==> config.mk <==
export PLATFORM = sky130hd
export DESIGN_NAME = msrv32_alu_issue
export DESIGN_NICKNAME = d
export VERILOG_FILES = /design/src/rtl/msrv32_alu_issue.sv
export SDC_FILE = /design/constraint.sdc
export NUM_CORES = 1
export LEC_CHECK = 0
export BUFFER_PORTS_ARGS = -buffer_cell sky130_fd_sc_hd__buf_4
export CAP_MARGIN = 40
export CORE_UTILIZATION = 47
export CTS_CLUSTER_SIZE = 10
export DETAILED_ROUTE_END_ITERATION = 8
export GPL_TIMING_DRIVEN = 0
export PLACE_DENSITY = 0.76
export SLEW_MARGIN = 0
export SYNTH_ARGS = -nofsm -noshare
export SYNTH_HDL_FRONTEND = slang
export SYNTH_SLANG_ARGS = --single-unit
==> constraint.sdc <==
create_clock -name clk_in -period 1.7 [get_ports clk_in]
set_clock_uncertainty 0.2 [all_clocks]
set_input_delay 0.34 -clock clk_in [delete_from_list [all_inputs] [get_ports clk_in]]
set_output_delay 0.34 -clock clk_in [all_outputs]
set_load 0.02 [all_outputs]
==> src/rtl/msrv32_alu_issue.sv <==
// msrv32_alu_issue: RV32I ALU-class decode/issue stage.
// Decodes one instruction into ALU operands, an ALU opcode and a destination
// register. It presents the result through a two-entry skid buffer so that
// in_ready_out comes straight from a flop and never combinationally from
// out_ready_in.
module msrv32_alu_issue #(
    parameter int WIDTH = 32
) (
    input  logic             clk_in,
    input  logic             rst_n_in,
    input  logic [31:0]      instr_in,
    input  logic [WIDTH-1:0] pc_in,
    input  logic [WIDTH-1:0] rs1_val_in,
    input  logic [WIDTH-1:0] rs2_val_in,
    input  logic             in_valid_in,
    output logic             in_ready_out,
    output logic [WIDTH-1:0] op_1_out,
    output logic [WIDTH-1:0] op_2_out,
    output logic [3:0]       opcode_out,
    output logic [4:0]       rd_out,
    output logic             illegal_out,
    output logic             out_valid_out,
    input  logic             out_ready_in
);

    // Major opcodes accepted as ALU-class work
    localparam logic [6:0] MAJ_OP     = 7'b0110011;
    localparam logic [6:0] MAJ_OP_IMM = 7'b0010011;
    localparam logic [6:0] MAJ_LUI    = 7'b0110111;
    localparam logic [6:0] MAJ_AUIPC  = 7'b0010111;

    // ALU operation codes used directly by this stage
    localparam logic [3:0] ALU_ADD = 4'b0000;

    // funct3 values with special treatment
    localparam logic [2:0] F3_ADD_SUB = 3'b000;
    localparam logic [2:0] F3_SLL     = 3'b001;
    localparam logic [2:0] F3_SR      = 3'b101;

    // funct7 values that are legal for shifts and ADD/SUB
    localparam logic [6:0] F7_ZERO = 7'b0000000;
    localparam logic [6:0] F7_ALT  = 7'b0100000;

    // One decoded instruction as it travels through the buffer
    typedef struct packed {
        logic             illegal;
        logic [3:0]       opcode;
        logic [4:0]       rd;
        logic [WIDTH-1:0] op2;
        logic [WIDTH-1:0] op1;
    } payload_t;

    // Instruction fields
    logic [6:0]       major;
    logic [2:0]       funct3;
    logic [6:0]       funct7;
    logic [WIDTH-1:0] i_imm;
    logic [WIDTH-1:0] u_imm;

    // Decoded payload for the instruction currently on the inputs
    payload_t dec;

    // Buffer state
    payload_t out_reg;
    payload_t skid_reg;
    logic     out_valid_reg;
    logic     skid_full_reg;
    logic     in_ready_reg;

    // Next-state controls
    logic out_valid_next;
    logic skid_full_next;
    logic load_out_dec;
    logic load_out_skid;
    logic load_skid;

    // Handshakes
    logic in_fire;
    logic out_fire;

    assign major  = instr_in[6:0];
    assign funct3 = instr_in[14:12];
    assign funct7 = instr_in[31:25];

    // I-type immediate sign-extended; U-type immediate placed in the upper bits
    assign i_imm = WIDTH'($signed(instr_in[31:20]));
    assign u_imm = WIDTH'($signed({instr_in[31:12], 12'b0}));

    assign in_fire  = in_valid_in & in_ready_reg;
    assign out_fire = out_valid_reg & out_ready_in;

    // Decode the input instruction into operands, ALU opcode and legality
    always_comb begin
        dec         = '0;
        dec.rd      = instr_in[11:7];
        case (major)
            MAJ_OP: begin
                dec.op1    = rs1_val_in;
                dec.op2    = rs2_val_in;
                dec.opcode = {instr_in[30], funct3};
                // Only bit 30 of funct7 may be set, and only for SUB and SRA
                if ((funct7 & ~F7_ALT) != F7_ZERO) begin
                    dec.illegal = 1'b1;
                end
                if (instr_in[30] && (funct3 != F3_ADD_SUB) && (funct3 != F3_SR)) begin
                    dec.illegal = 1'b1;
                end
            end
            MAJ_OP_IMM: begin
                dec.op1 = rs1_val_in;
                dec.op2 = i_imm;
                // Bit 30 selects SRAI over SRLI; for the others it is immediate data
                if (funct3 == F3_SR) begin
                    dec.opcode = {instr_in[30], funct3};
                end else begin
                    dec.opcode = {1'b0, funct3};
                end
                if ((funct3 == F3_SLL) && (funct7 != F7_ZERO)) begin
                    dec.illegal = 1'b1;
                end
                if ((funct3 == F3_SR) && (funct7 != F7_ZERO) && (funct7 != F7_ALT)) begin
                    dec.illegal = 1'b1;
                end
            end
            MAJ_LUI: begin
                dec.op1    = '0;
                dec.op2    = u_imm;
                dec.opcode = ALU_ADD;
            end
            MAJ_AUIPC: begin
                dec.op1    = pc_in;
                dec.op2    = u_imm;
                dec.opcode = ALU_ADD;
            end
            default: begin
                // Non-ALU instruction: operands and opcode stay zero
                dec.illegal = 1'b1;
            end
        endcase
    end

    // Decide where the incoming and skidded instructions go this cycle
    always_comb begin
        out_valid_next = out_valid_reg;
        skid_full_next = skid_full_reg;
        load_out_dec   = 1'b0;
        load_out_skid  = 1'b0;
        load_skid      = 1'b0;
        if (skid_full_reg) begin
            // Input is stalled; the skid entry advances once the output drains
            if (out_fire) begin
                load_out_skid  = 1'b1;
                skid_full_next = 1'b0;
            end
        end else if (!out_valid_reg || out_fire) begin
            // Output stage is free this cycle, so new work goes straight there
            if (in_fire) begin
                load_out_dec   = 1'b1;
                out_valid_next = 1'b1;
            end else begin
                out_valid_next = 1'b0;
            end
        end else if (in_fire) begin
            // Output is stalled; park the accepted instruction in the skid slot
            load_skid      = 1'b1;
            skid_full_next = 1'b1;
        end
    end

    // Control flops; in_ready is registered as the inverse of the next skid state
    always_ff @(posedge clk_in or negedge rst_n_in) begin
        if (!rst_n_in) begin
            out_valid_reg <= 1'b0;
            skid_full_reg <= 1'b0;
            in_ready_reg  <= 1'b0;
        end else begin
            out_valid_reg <= out_valid_next;
            skid_full_reg <= skid_full_next;
            in_ready_reg  <= ~skid_full_next;
        end
    end

    // Output register: loads fresh decode or the skid entry, otherwise holds
    always_ff @(posedge clk_in or negedge rst_n_in) begin
        if (!rst_n_in) begin
            out_reg <= '0;
        end else if (load_out_skid) begin
            out_reg <= skid_reg;
        end else if (load_out_dec) begin
            out_reg <= dec;
        end
    end

    // Skid register: captures an instruction accepted while the output stalls
    always_ff @(posedge clk_in or negedge rst_n_in) begin
        if (!rst_n_in) begin
            skid_reg <= '0;
        end else if (load_skid) begin
            skid_reg <= dec;
        end
    end

    assign in_ready_out  = in_ready_reg;
    assign out_valid_out = out_valid_reg;
    assign op_1_out      = out_reg.op1;
    assign op_2_out      = out_reg.op2;
    assign opcode_out    = out_reg.opcode;
    assign rd_out        = out_reg.rd;
    assign illegal_out   = out_reg.illegal;

endmodule

# [After elaboration in Yosys (flattened, before gate mapping)]
# Index checks and enable logic that the tools add are counted.
[word_totals] regBits=151 wordCells=57 input_bits=132 out_inout_bits=76
[op_classes] reduce_logical=13 n_bitwise=4 n_eq_ne=8 muxes=19
[op_table] cell="64-bit one-hot mux with 4 select lines" count=1
[op_table] cell="74-bit two-way mux" count=2
[op_table] cell="7-bit by 5-bit == test with 1-bit output (second input constant)" count=2
[op_table] cell="7-bit by 6-bit == test with 1-bit output (second input constant)" count=2
[op_table] cell="7-bit nonzero test" count=2
[op_table] cell="1-bit two-way mux" count=13
[op_table] cell="4-bit one-hot mux with 2 select lines" count=1
[op_table] cell="7-bit by 6-bit != test with 1-bit output (second input constant)" count=1
[op_table] cell="1-bit logical AND" count=5
[op_table] cell="4-bit two-way mux" count=1
[op_table] cell="3-bit by 1-bit == test with 1-bit output (second input constant)" count=1
[op_table] cell="3-bit == test (second input constant)" count=1
[op_table] cell="3-bit != test (second input constant)" count=1
[op_table] cell="1-bit one-hot mux with 3 select lines" count=1
[op_table] cell="3-bit nonzero test" count=1
[op_table] cell="1-bit AND" count=2
[op_table] cell="1-bit inverter" count=2
[op_table] cell="2-bit AND reduction" count=1
[op_table] cell="2-bit nonzero test" count=1
[op_table] cell="2-bit OR reduction" count=1
[op_table] cell="1-bit zero test" count=1
[op_table] cell="1-bit logical OR" count=1

# [Depth between registers and ports, before layout]
# Gate-level depths: netlist of run 1.
[logic_depth] ltp_word=7 ltp_mapped=7 mapped_depth_nobuf=5

# [Worst setup path after synthesis of run 1]
# No wires, ideal clock.
[synth_path] path_kind="register -> register" from="register out_valid_reg (netlist: out_valid_out)" to="register out_reg (netlist bit op_1_out[20])" period_less_slack_ns=1.818 n_path_buf=2 setup_slack_ns=-0.118 t_required_ns=1.376 stages_incl_launch_ff=8 arrival_time_ns=1.494 setup_time_ns=0.124 cell_sequence="dfrtp_1 nor2b_2 nor3_4 nor2_4 buf_2 buf_4 a22oi_1 nand2_1"
[synth_between] elab_chain_len=5 word_cells_on_any_way=9 cone_classes="5 x mux; 1 x bitwise; 3 x reduce/logical"
[synth_rtl] element="start, declared" line_no="66" source="logic out_valid_reg;"
[synth_rtl] element="start signal, assigned" line_no="177" source="out_valid_reg <= out_valid_next;"
[synth_rtl] element="1-bit AND / 1-bit zero test (equally long branches)" line_no="90, 155"
[synth_rtl] element="1-bit logical OR" line_no="155" source="end else if (!out_valid_reg || out_fire) begin"
[synth_rtl] element="1-bit two-way mux" line_no="155"
[synth_rtl] element="1-bit two-way mux" line_no="149" source="if (skid_full_reg) begin"
[synth_rtl] element="2-bit nonzero test (no source line)"
[synth_rtl] element="end signal, assigned" line_no="188" source="out_reg <= skid_reg;"
[synth_rtl] element="end, declared" line_no="64" source="payload_t out_reg;"
# Several ways; a longest one is shown, not always the timed one.
# A chain may end at the register's enable or synchronous reset.

# [Worst setup path in the final report of run 1]
[layout_path] from="register out_valid_reg (netlist: out_valid_out)" to="register out_reg (netlist bit op_1_out[23])"
# Same word-level chain as after synthesis.

==> impl_metrics.tcl, run 1 <==
set metrics [dict create \
    setup_ws_ns -0.00990 \
    antenna_found_initial 0 \
    synth_area_um2 7220 \
    syn_inst 829 \
    post-route-min-period_ns 1.71 \
    fmax_mhz 585 \
    die_y_um 126 \
    drc_errors 0 \
    utilization 0.676 \
    dominantRegCellSynth "dfrtp_1" \
    crit_type "reg -> reg" \
    avgSynthCellArea_um2 8.71 \
    cp-startpoint "out_valid_out" \
    reg2reg_from "out_valid_out" \
    hp-class "in -> reg" \
    wl_per_cell_um 17.3 \
    finalCritPeriodShare 1.01 \
    ioPinCount 208 \
    drive_above_1_share 0.300 \
    async_flop_share 1.00 \
    totalWireLength_mm 21.9 \
    peakVddDrop_mv 0.809 \
    ant_nets 0 \
    cts_buffers 17 \
    post-place-cells 1221 \
    instances_no_fill 1267 \
    setup_viol 2 \
    status "complete, but fails checks" \
    rsz0062_at_grt "true" \
    drtIter0Drc 488 \
    crit_fanout 10 \
    finalPower_mw 11.1 \
    tightest_slew_ns 0.540 \
    leakage_nw 5.17 \
    port-buffer-count 207 \
    largest_reg_flops 74 \
    dp_slack_ns -0.448 \
    grt_max_degree 95 \
    crit_arrival_ns 1.82 \
    slowest_delay_ns 0.43 \
    clkTransAtPathRegs_ns 0.06 \
    ys_warn_count 0 \
    pwr_density_cell_nw_per_um2 1110 \
    dr.pass1.iters 5 \
    gr-usage-all-layers 0.289 \
    clock_path_buffers 2 \
    startpoint_type "register" \
    root_buffer "clkbuf_16" \
    relSlewSlack 0.640 \
    htree_levels 4 \
    path_cells "nor2b_4 > nor3_4 > nor2_4 > buf_8 > buf_12 > a22oi_2 > nand2_1" \
    die_w_um 126 \
    hold_viol_final 0 \
    syn_nets 961 \
    fin_area_um2 9970 \
    gp_congestion 0.848 \
    cts_sinks 151 \
    core_area_um2 14800 \
    hp-start "in_valid_in" \
    worstSkewPairLatency_ns 0.42 \
    final_cell_mix "nand2_1, buf_4, dfrtp_1, nor2b_1, a22oi_1" \
    required_ns 1.81 \
    endpoint_kind "register" \
    initial_core_util 0.489 \
    dieArea_um2 15900 \
    dp_hpwl_mm 15.7 \
    row_count 44 \
    postPlaceCellArea_um2 9080 \
    mostFrequentLayoutCell "nand2_1" \
    ys_seq_elements 151 \
    final.hold.worst_slack_ns 0.0877 \
    synth_edf_count 0 \
    hold_depth 3 \
    r2r_cells 7 \
    tns_ns -0.0127 \
    synthToLayoutAreaGrowth_pct 38.1 \
    slowest_stage "dfrtp_2" \
    vias 6885 \
    vias_per_cell 5.43 \
    antenna_cells 0 \
    cts_tree "done" \
    maxCapViolCount 0 \
    slew_violations 0 \
    grt-ovfl-total 0 \
    violations "negative setup slack" \
    grt_pass1_vias 6832 \
    synthDistinctLibCells 34 \
    grt_pass1_wl_mm 35.5 \
    ys_seq_area_frac 0.523 \
    layout.nets 1202 \
]
## synth_stat cells, types with 2 or more instances
library cell	count	area (um^2)
dfrtp_1	151	3780
nor3_2	6	60.1
o31ai_1	14	105
o21ai_0	5	25.0
nand2b_1	2	12.5
a22oi_1	57	428
a21oi_1	35	175
buf_1	6	22.5
nand3_1	7	35.0
clkbuf_1	30	113
buf_2	24	120
a211oi_1	20	150
nand2_1	301	1130
nor2b_1	52	325
o22ai_1	5	31.3
nor3_1	30	150
buf_6	2	22.5
nand3b_1	2	15.0
mux2i_1	12	120
inv_1	3	11.3
a221o_1	12	120
nor2_1	41	154
## cell families after synthesis
logic type	Yosys count	share of synthesized area
flip-flops	151	0.523
multiplexers	12	0.0166
buffers and inverters	66	0.0411
AND/OR/NAND/NOR	450	0.273
AO/OA/AOI/OAI	150	0.145
## worst paths after layout
kind	to	slack (ns)
max	op_1_out[23]	-0.01
min	skid_full_reg	0.09
max reg2reg	op_1_out[23]	-0.01
min reg2reg	skid_reg[57]	0.28
max in group asynchronous	skid_reg[30]	0.20
min in group asynchronous	op_2_out[4]	0.25
## what timing repair did
action                                  4_1_cts  5_1_grt
endpoints found under the setup margin      148      128
hold endpoints to repair                     68        0
gates resized for setup                      38       39
buffers inserted                              3        3
gates cloned                                  0        0
pin swaps                                     3        1
hold buffers                                  9        0
## power by group
| part | switching [mW] | internal [mW] | total [mW] | leakage, nW |
|---|---|---|---|---|
| combinational | 1.74 | 1.13 | 2.88 | 2.81 |
| sequential | 0.246 | 3.96 | 4.21 | 2.07 |
| clock | 1.52 | 2.47 | 3.99 | 0.293 |
| total | 3.51 | 7.57 | 11.1 | 5.17 |
## critical path: cells and delay by family (launching register included)
kind | cells | cell delay, ns
AND/OR/NAND/NOR | 4 | 0.55
AO/OA/AOI/OAI | 1 | 0.12
buffers and inverters | 2 | 0.31
flip-flops | 1 | 0.43
## per-layer routing
metal	vias to the layer above	track usage	routed length (um)
li1	3293	-	-
met1	3346	0.387	9530
met5	-	0	0
met4	0	0.120	629
met3	39	0.0506	1030
met2	207	0.464	10700
## layout make-up
class / instances / area [um^2]
fillers: 1264 / 4780
well taps: 184 / 230
clock buffers: 18 / 429
clock inverters: 14 / 199
inverters: 3 / 11.3
plain buffers: 62 / 377
flip-flops and latches: 151 / 3780
multi-input cells: 612 / 3230
repair buffers: 223 / 1720
Note: power is estimated with default switching activity, not from simulation.
==> inputs of run 2 (changes only) <==
--- a/config.mk
+++ b/config.mk
@@ -7,11 +7,13 @@
 export LEC_CHECK = 0
 export BUFFER_PORTS_ARGS = -buffer_cell sky130_fd_sc_hd__buf_4
 export CAP_MARGIN = 40
-export CORE_UTILIZATION = 47
+export CELL_PAD_IN_SITES_DETAIL_PLACEMENT = 1
+export CELL_PAD_IN_SITES_GLOBAL_PLACEMENT = 1
+export CORE_UTILIZATION = 35
 export CTS_CLUSTER_SIZE = 10
 export DETAILED_ROUTE_END_ITERATION = 8
 export GPL_TIMING_DRIVEN = 0
-export PLACE_DENSITY = 0.76
+export PLACE_DENSITY_LB_ADDON = 0.1
 export SLEW_MARGIN = 0
 export SYNTH_ARGS = -nofsm -noshare
 export SYNTH_HDL_FRONTEND = slang
==> run 2 against run 1 <==
  * The flow still finishes with violations (negative setup slack)
  * Sequential share of layout area decreased by 0.72 points
  * Cell count rose by 7.3%
  * Flip-flop and latch count unchanged
  * Combinational power rose by 5%
  * Via count up 1.0%
  * Non-clock buffer count increased by 6
  * Worst setup slack got worse by 0.072 ns
  * Utilization is 17 points lower
  * Maximum frequency decreased by 4.0%
  * Routed wire length grew 14%
  * First-iteration DRC count down 39%
  * Largest cell class unchanged
==> impl_metrics.tcl, run 2 (synthesis gave the netlist of run 1 again) <==
set metrics [dict create \
    gr-usage-all-layers 0.241 \
    leakage_nw 5.23 \
    layout.nets 1208 \
    mostFrequentLayoutCell "nand2_1" \
    dr.pass1.iters 4 \
    postPlaceCellArea_um2 9190 \
    dp_hpwl_mm 18.4 \
    relSlewSlack 0.648 \
    fillers 2427 \
    cts_buffers 17 \
    crit_type "reg -> reg" \
    dieArea_um2 21200 \
    totalWireLength_mm 24.9 \
    die_y_um 146 \
    ioPinCount 208 \
    drc_errors 0 \
    rsz0062_at_grt "true" \
    required_ns 1.81 \
    critical_path.top_delay_family "simple AND/OR/NAND/NOR gates" \
    drtIter0Drc 298 \
    status "complete, but fails checks" \
    pwr_density_cell_nw_per_um2 1100 \
    worstSkewPairLatency_ns 0.42 \
    hp-class "in -> reg" \
    largest_reg_flops 74 \
    antenna_cells 0 \
    root_buffer "clkbuf_16" \
    wl_per_cell_um 18.3 \
    setup_viol 44 \
    crit_fanout 10 \
    port-buffer-count 207 \
    startpoint_type "register" \
    final_cell_mix "nand2_1, buf_4, dfrtp_1, nor2b_1, a22oi_1" \
    maxCapViolCount 0 \
    clock_path_buffers 2 \
    slowest_delay_ns 0.43 \
    endpoint_kind "register" \
    ant_nets 0 \
    finalPower_mw 11.2 \
    cts_sinks 151 \
    fin_area_um2 10200 \
    grt_pass1_vias 7092 \
    path_cells "nor2b_4 > nor3_4 > nor2_4 > buf_8 > buf_12 > a22oi_1 > nand2_1" \
    tightest_slew_ns 0.528 \
    hold_viol_final 0 \
    critPathBufInv 2 \
    die_w_um 146 \
    cts_tree "done" \
    crit_arrival_ns 1.89 \
    grt-ovfl-total 0 \
    grt_pass1_wl_mm 39.5 \
    slowest_stage "dfrtp_2" \
    grt_max_degree 89 \
    row_count 52 \
    peakVddDrop_mv 0.707 \
    post-route-min-period_ns 1.78 \
    htree_levels 4 \
    vias_per_cell 5.12 \
    vias 6956 \
    finalCritPeriodShare 1.05 \
    synthToLayoutAreaGrowth_pct 40.8 \
    fmax_mhz 561 \
    setup_ws_ns -0.0814 \
    initial_core_util 0.357 \
    gp_congestion 0.851 \
    slew_violations 0 \
    drive_above_1_share 0.313 \
    violations "negative setup slack" \
    antenna_found_initial 0 \
    clkTransAtPathRegs_ns 0.07 \
    core_area_um2 20200 \
]
==> run 2: power by group <==
part	internal [mW]	switching (mW)
registers	3.96	0.267
clock network	2.24	1.65
logic	1.22	1.82
total	7.42	3.73
==> run 2: final cells by class <==
type	instances	area, um^2	area share
clock inverter	14	164	0.0161
timing repair buffer	231	1790	0.176
sequential	151	3780	0.372
buffer	60	397	0.0390
tap	270	338	0.0332
inverter	3	11.3	0.00111
multi-input combinational	612	3250	0.320
clock buffer	18	439	0.0432
==> run 2: tightest hold or removal path: stages <==
cell	delay [ns]
buf_4	0.15
nand3_1	0.07
nand2_1	0.05
==> run 2: worst paths after layout <==
path	startpoint	to	slack (ns)	depth (start not counted)
setup / recovery	out_valid_out	op_1_out[20]	-0.08	7
hold / removal	instr_in[12]	opcode_out[0]	0.03	3
setup reg to reg	out_valid_out	op_1_out[20]	-0.08	7
hold reg to reg	skid_reg[62]	skid_reg[62]	0.28	2
max in group asynchronous	rst_n_in	op_1_out[5]	0.25	3
min in group asynchronous	rst_n_in	op_2_out[5]	0.22	2
==> run 2: per-stage QoR <==
stage / util / setup TNS [ns] / worst slack [ns] / hold WS [ns] / cells
CTS: 0.495 / -0.769 / -0.0590 / 0.00756 / 1352
floorplan: - / -0.124 / -0.0160 / -0.156 / 829
global placement: 0.453 / -176.09 / -0.909 / 0.260 / 1306
global route: 0.502 / -7.29 / -0.158 / 0.0331 / 1359
detailed placement: 0.454 / -63.58 / -0.662 / 0.116 / 1307
finish: 0.502 / -1.05 / -0.0814 / 0.0274 / 1359
==> run 2: routing by layer <==
metal | wire [um] | track usage
met1 | 11400 | 0.324
met2 | 12000 | 0.401
met3 | 1270 | 0.0436
met4 | 274 | 0.0616
met5 | 0 | 0
==> run 2: repair_timing <==
item / CTS / global route
gates resized for setup: 47 / 42
pin swaps: 1 / 4
hold endpoints to repair: 74 / 0
hold buffers: 8 / 0
setup endpoints to repair: 148 / 136
setup buffers: 5 / 10
==> inputs of run 3 (changes only) <==
--- a/config.mk
+++ b/config.mk
@@ -5,11 +5,13 @@
 export SDC_FILE = /design/constraint.sdc
 export NUM_CORES = 1
 export LEC_CHECK = 0
+export ABC_AREA = 1
 export BUFFER_PORTS_ARGS = -buffer_cell sky130_fd_sc_hd__buf_4
 export CAP_MARGIN = 40
 export CELL_PAD_IN_SITES_DETAIL_PLACEMENT = 1
 export CELL_PAD_IN_SITES_GLOBAL_PLACEMENT = 1
 export CORE_UTILIZATION = 35
+export CTS_BUF_LIST = sky130_fd_sc_hd__clkbuf_8
 export CTS_CLUSTER_SIZE = 10
 export DETAILED_ROUTE_END_ITERATION = 8
 export GPL_TIMING_DRIVEN = 0
==> run 3 against run 2 <==
  * The flow now finishes without violations
  * Synthesized area increased by 0.97%
  * Critical path depth is 5 lower
  * Power shrank 39%
  * Largest power group unchanged
  * Global-route usage about the same
==> impl_metrics.tcl, run 3 <==
set metrics [dict create \
    status "finished, final reports clean" \
    maxCapViolCount 0 \
    synthMuxAreaShare 0 \
    synth_top_family_by_area "simple AND/OR/NAND/NOR gates" \
    die_y_um 146 \
    slew_violations 0 \
    synth.top_cell.area_share 0.518 \
    ys_warn_count 0 \
    startpoint_type "register" \
    grt_max_degree 78 \
    vias_per_cell 4.82 \
    die_w_um 146 \
    cts_sinks 151 \
    synthXorXnorAreaFrac 0 \
    synth-adder-area-share 0 \
    synthDistinctLibCells 25 \
    vias 7377 \
    pwr_density_cell_nw_per_um2 647 \
    peakVddDrop_mv 0.405 \
    tns_ns 0 \
    dominantRegCellSynth "dfrtp_1" \
    grt_pass1_vias 7625 \
    ys_seq_area_frac 0.518 \
    antenna_found_initial 0 \
    hp-class "in -> reg" \
    final.hold.worst_slack_ns 0.0252 \
    crit_type "reg -> out" \
    setup_viol 0 \
    power.switching_mw 1.83 \
    relSlewSlack 0.573 \
    drive_above_1_share 0.292 \
    crit_arrival_ns 1.15 \
    pwr-share-clk 0.392 \
    syn_inst 952 \
    wl_per_cell_um 16.4 \
    rsz0062_at_grt "true" \
    post-route-min-period_ns 1.69 \
    gr-usage-all-layers 0.241 \
    fillers 2532 \
    yosysMostFrequentCell "nand2_1" \
    totalWireLength_mm 25.0 \
    final_cell_mix "nand2_1, buf_4, dfrtp_1, nand3_1, dlygate4sd3_1" \
    gp_congestion 0.856 \
    async_flop_share 1.00 \
    synthTopCellsByCount "nand2_1, dfrtp_1, nand3_1" \
    fmax_mhz 591 \
    root_buffer "clkbuf_8" \
    ys_seq_elements 151 \
    dieArea_um2 21400 \
    core_area_um2 20300 \
    utilization 0.518 \
    row_count 52 \
    yosysTopAreaCell "dfrtp_1" \
    synth-simple-area-share 0.387 \
    synth_edf_count 0 \
    layout.nets 1378 \
    clkTransAtPathRegs_ns 0.09 \
    p_seq_frac 0.527 \
    p_comb_frac 0.081 \
    worstSkewPairLatency_ns 0.46 \
    dr.pass1.iters 5 \
    antenna_cells 0 \
    finalCritPeriodShare 0.996 \
    htree_levels 4 \
    mostFrequentLayoutCell "nand2_1" \
    grt-ovfl-total 0 \
    synthToLayoutAreaGrowth_pct 44.3 \
    clock_path_buffers 2 \
    syn_nets 1084 \
    port-buffer-count 207 \
    switching_share 0.269 \
    largest_reg_flops 74 \
    cts_buffers 17 \
    synth_area_um2 7290 \
    ant_nets 0 \
    drc_errors 0 \
    leakage_nw 5.71 \
    dp_hpwl_mm 17.4 \
    synth-compound-area-share 0.0362 \
    tightest_slew_ns 0.641 \
    grt_pass1_wl_mm 40.4 \
    cts_tree "done" \
    drtIter0Drc 218 \
    internal-power_mw 4.98 \
    endpoint_kind "output pin" \
    avgSynthCellArea_um2 7.66 \
    initial_core_util 0.359 \
    synthTopCellsByArea "dfrtp_1, nand2_1, nand3_1" \
    hold_viol_final 0 \
    required_ns 1.16 \
    ioPinCount 208 \
    crit_fanout 4 \
]
## run 3: final timing paths
| check | endpoint | slack, ns | depth (start not counted) | startpoint |
|---|---|---|---|---|
| max | out_valid_out | 0.007 | 2 | out_valid_out |
| min | skid_reg[13] | 0.03 | 5 | rs1_val_in[13] |
| max reg2reg | op_1_out[24] | 0.007 | 8 | out_valid_out |
| min reg2reg | skid_reg[65] | 0.28 | 2 | skid_reg[65] |
| max in group asynchronous | op_2_out[13] | 0.28 | 3 | rst_n_in |
| min in group asynchronous | op_1_out[8] | 0.22 | 2 | rst_n_in |
## run 3: final cells by class
type / count / area (um^2) / area share
Clock inverter: 15 / 133 / 0.0126
Inverter: 28 / 113 / 0.0107
Buffer: 57 / 488 / 0.0464
Timing Repair Buffer: 275 / 2270 / 0.216
Multi-Input combinational cell: 716 / 3160 / 0.300
Sequential cell: 151 / 3780 / 0.359
Clock buffer: 17 / 234 / 0.0222
Tap cell: 270 / 338 / 0.0321
## run 3: kinds of logic (layout without fill, tap and decap cells)
| family | after synthesis | after routing |
|---|---|---|
| simple gates | 673 | 673 |
| compound gates | 43 | 43 |
| buf+inv | 85 | 392 |
| flops | 151 | 151 |
## run 3: per-layer routing
metal | vias to the layer above | track usage | wire length, um
met5 | - | 0 | 0
met4 | 0 | 0.0693 | 322
met3 | 23 | 0.0413 | 982
met2 | 181 | 0.406 | 12300
met1 | 3582 | 0.318 | 11400
li1 | 3591 | - | -
## run 3: what timing repair did
item	CTS	global route
gates cloned	0	1
buffers inserted	2	1
endpoints found under the setup margin	144	139
pin swaps	3	3
hold buffers	63	0
gates resized for setup	50	52
endpoints found under the hold margin	146	0
## run 3: stage by stage
| stage | worst slack [ns] | instances | power [mW] | area, um^2 |
|---|---|---|---|---|
| 2_1_floorplan | 0.0338 | 952 | 3.72 | 7290 |
| 3_3_place_gp | -0.789 | 1429 | 4.08 | 9180 |
| 3_5_place_dp | -0.411 | 1430 | 4.09 | 9220 |
| 4_1_cts | -0.0466 | 1527 | 6.89 | 10400 |
| 5_1_grt | -0.0494 | 1529 | 7.07 | 10500 |
| 6_report | 0.00701 | 1529 | 6.81 | 10500 |
## run 3: power by group through the flow
stage                     sequential, mW  combinational [mW]  clock [mW]
final                               3.59               0.550        2.67
after CTS                           3.59               0.552        2.75
after detailed placement            3.66               0.434           0
after floorplan                     3.66              0.0606           0
after global routing                3.59               0.601        2.88
after global placement              3.66               0.421           0
## run 3: worst max-delay path, stage by stage (launching register included)
cell     delay [ns]
dfrtp_2        0.46
buf_6          0.13
buf_6          0.12
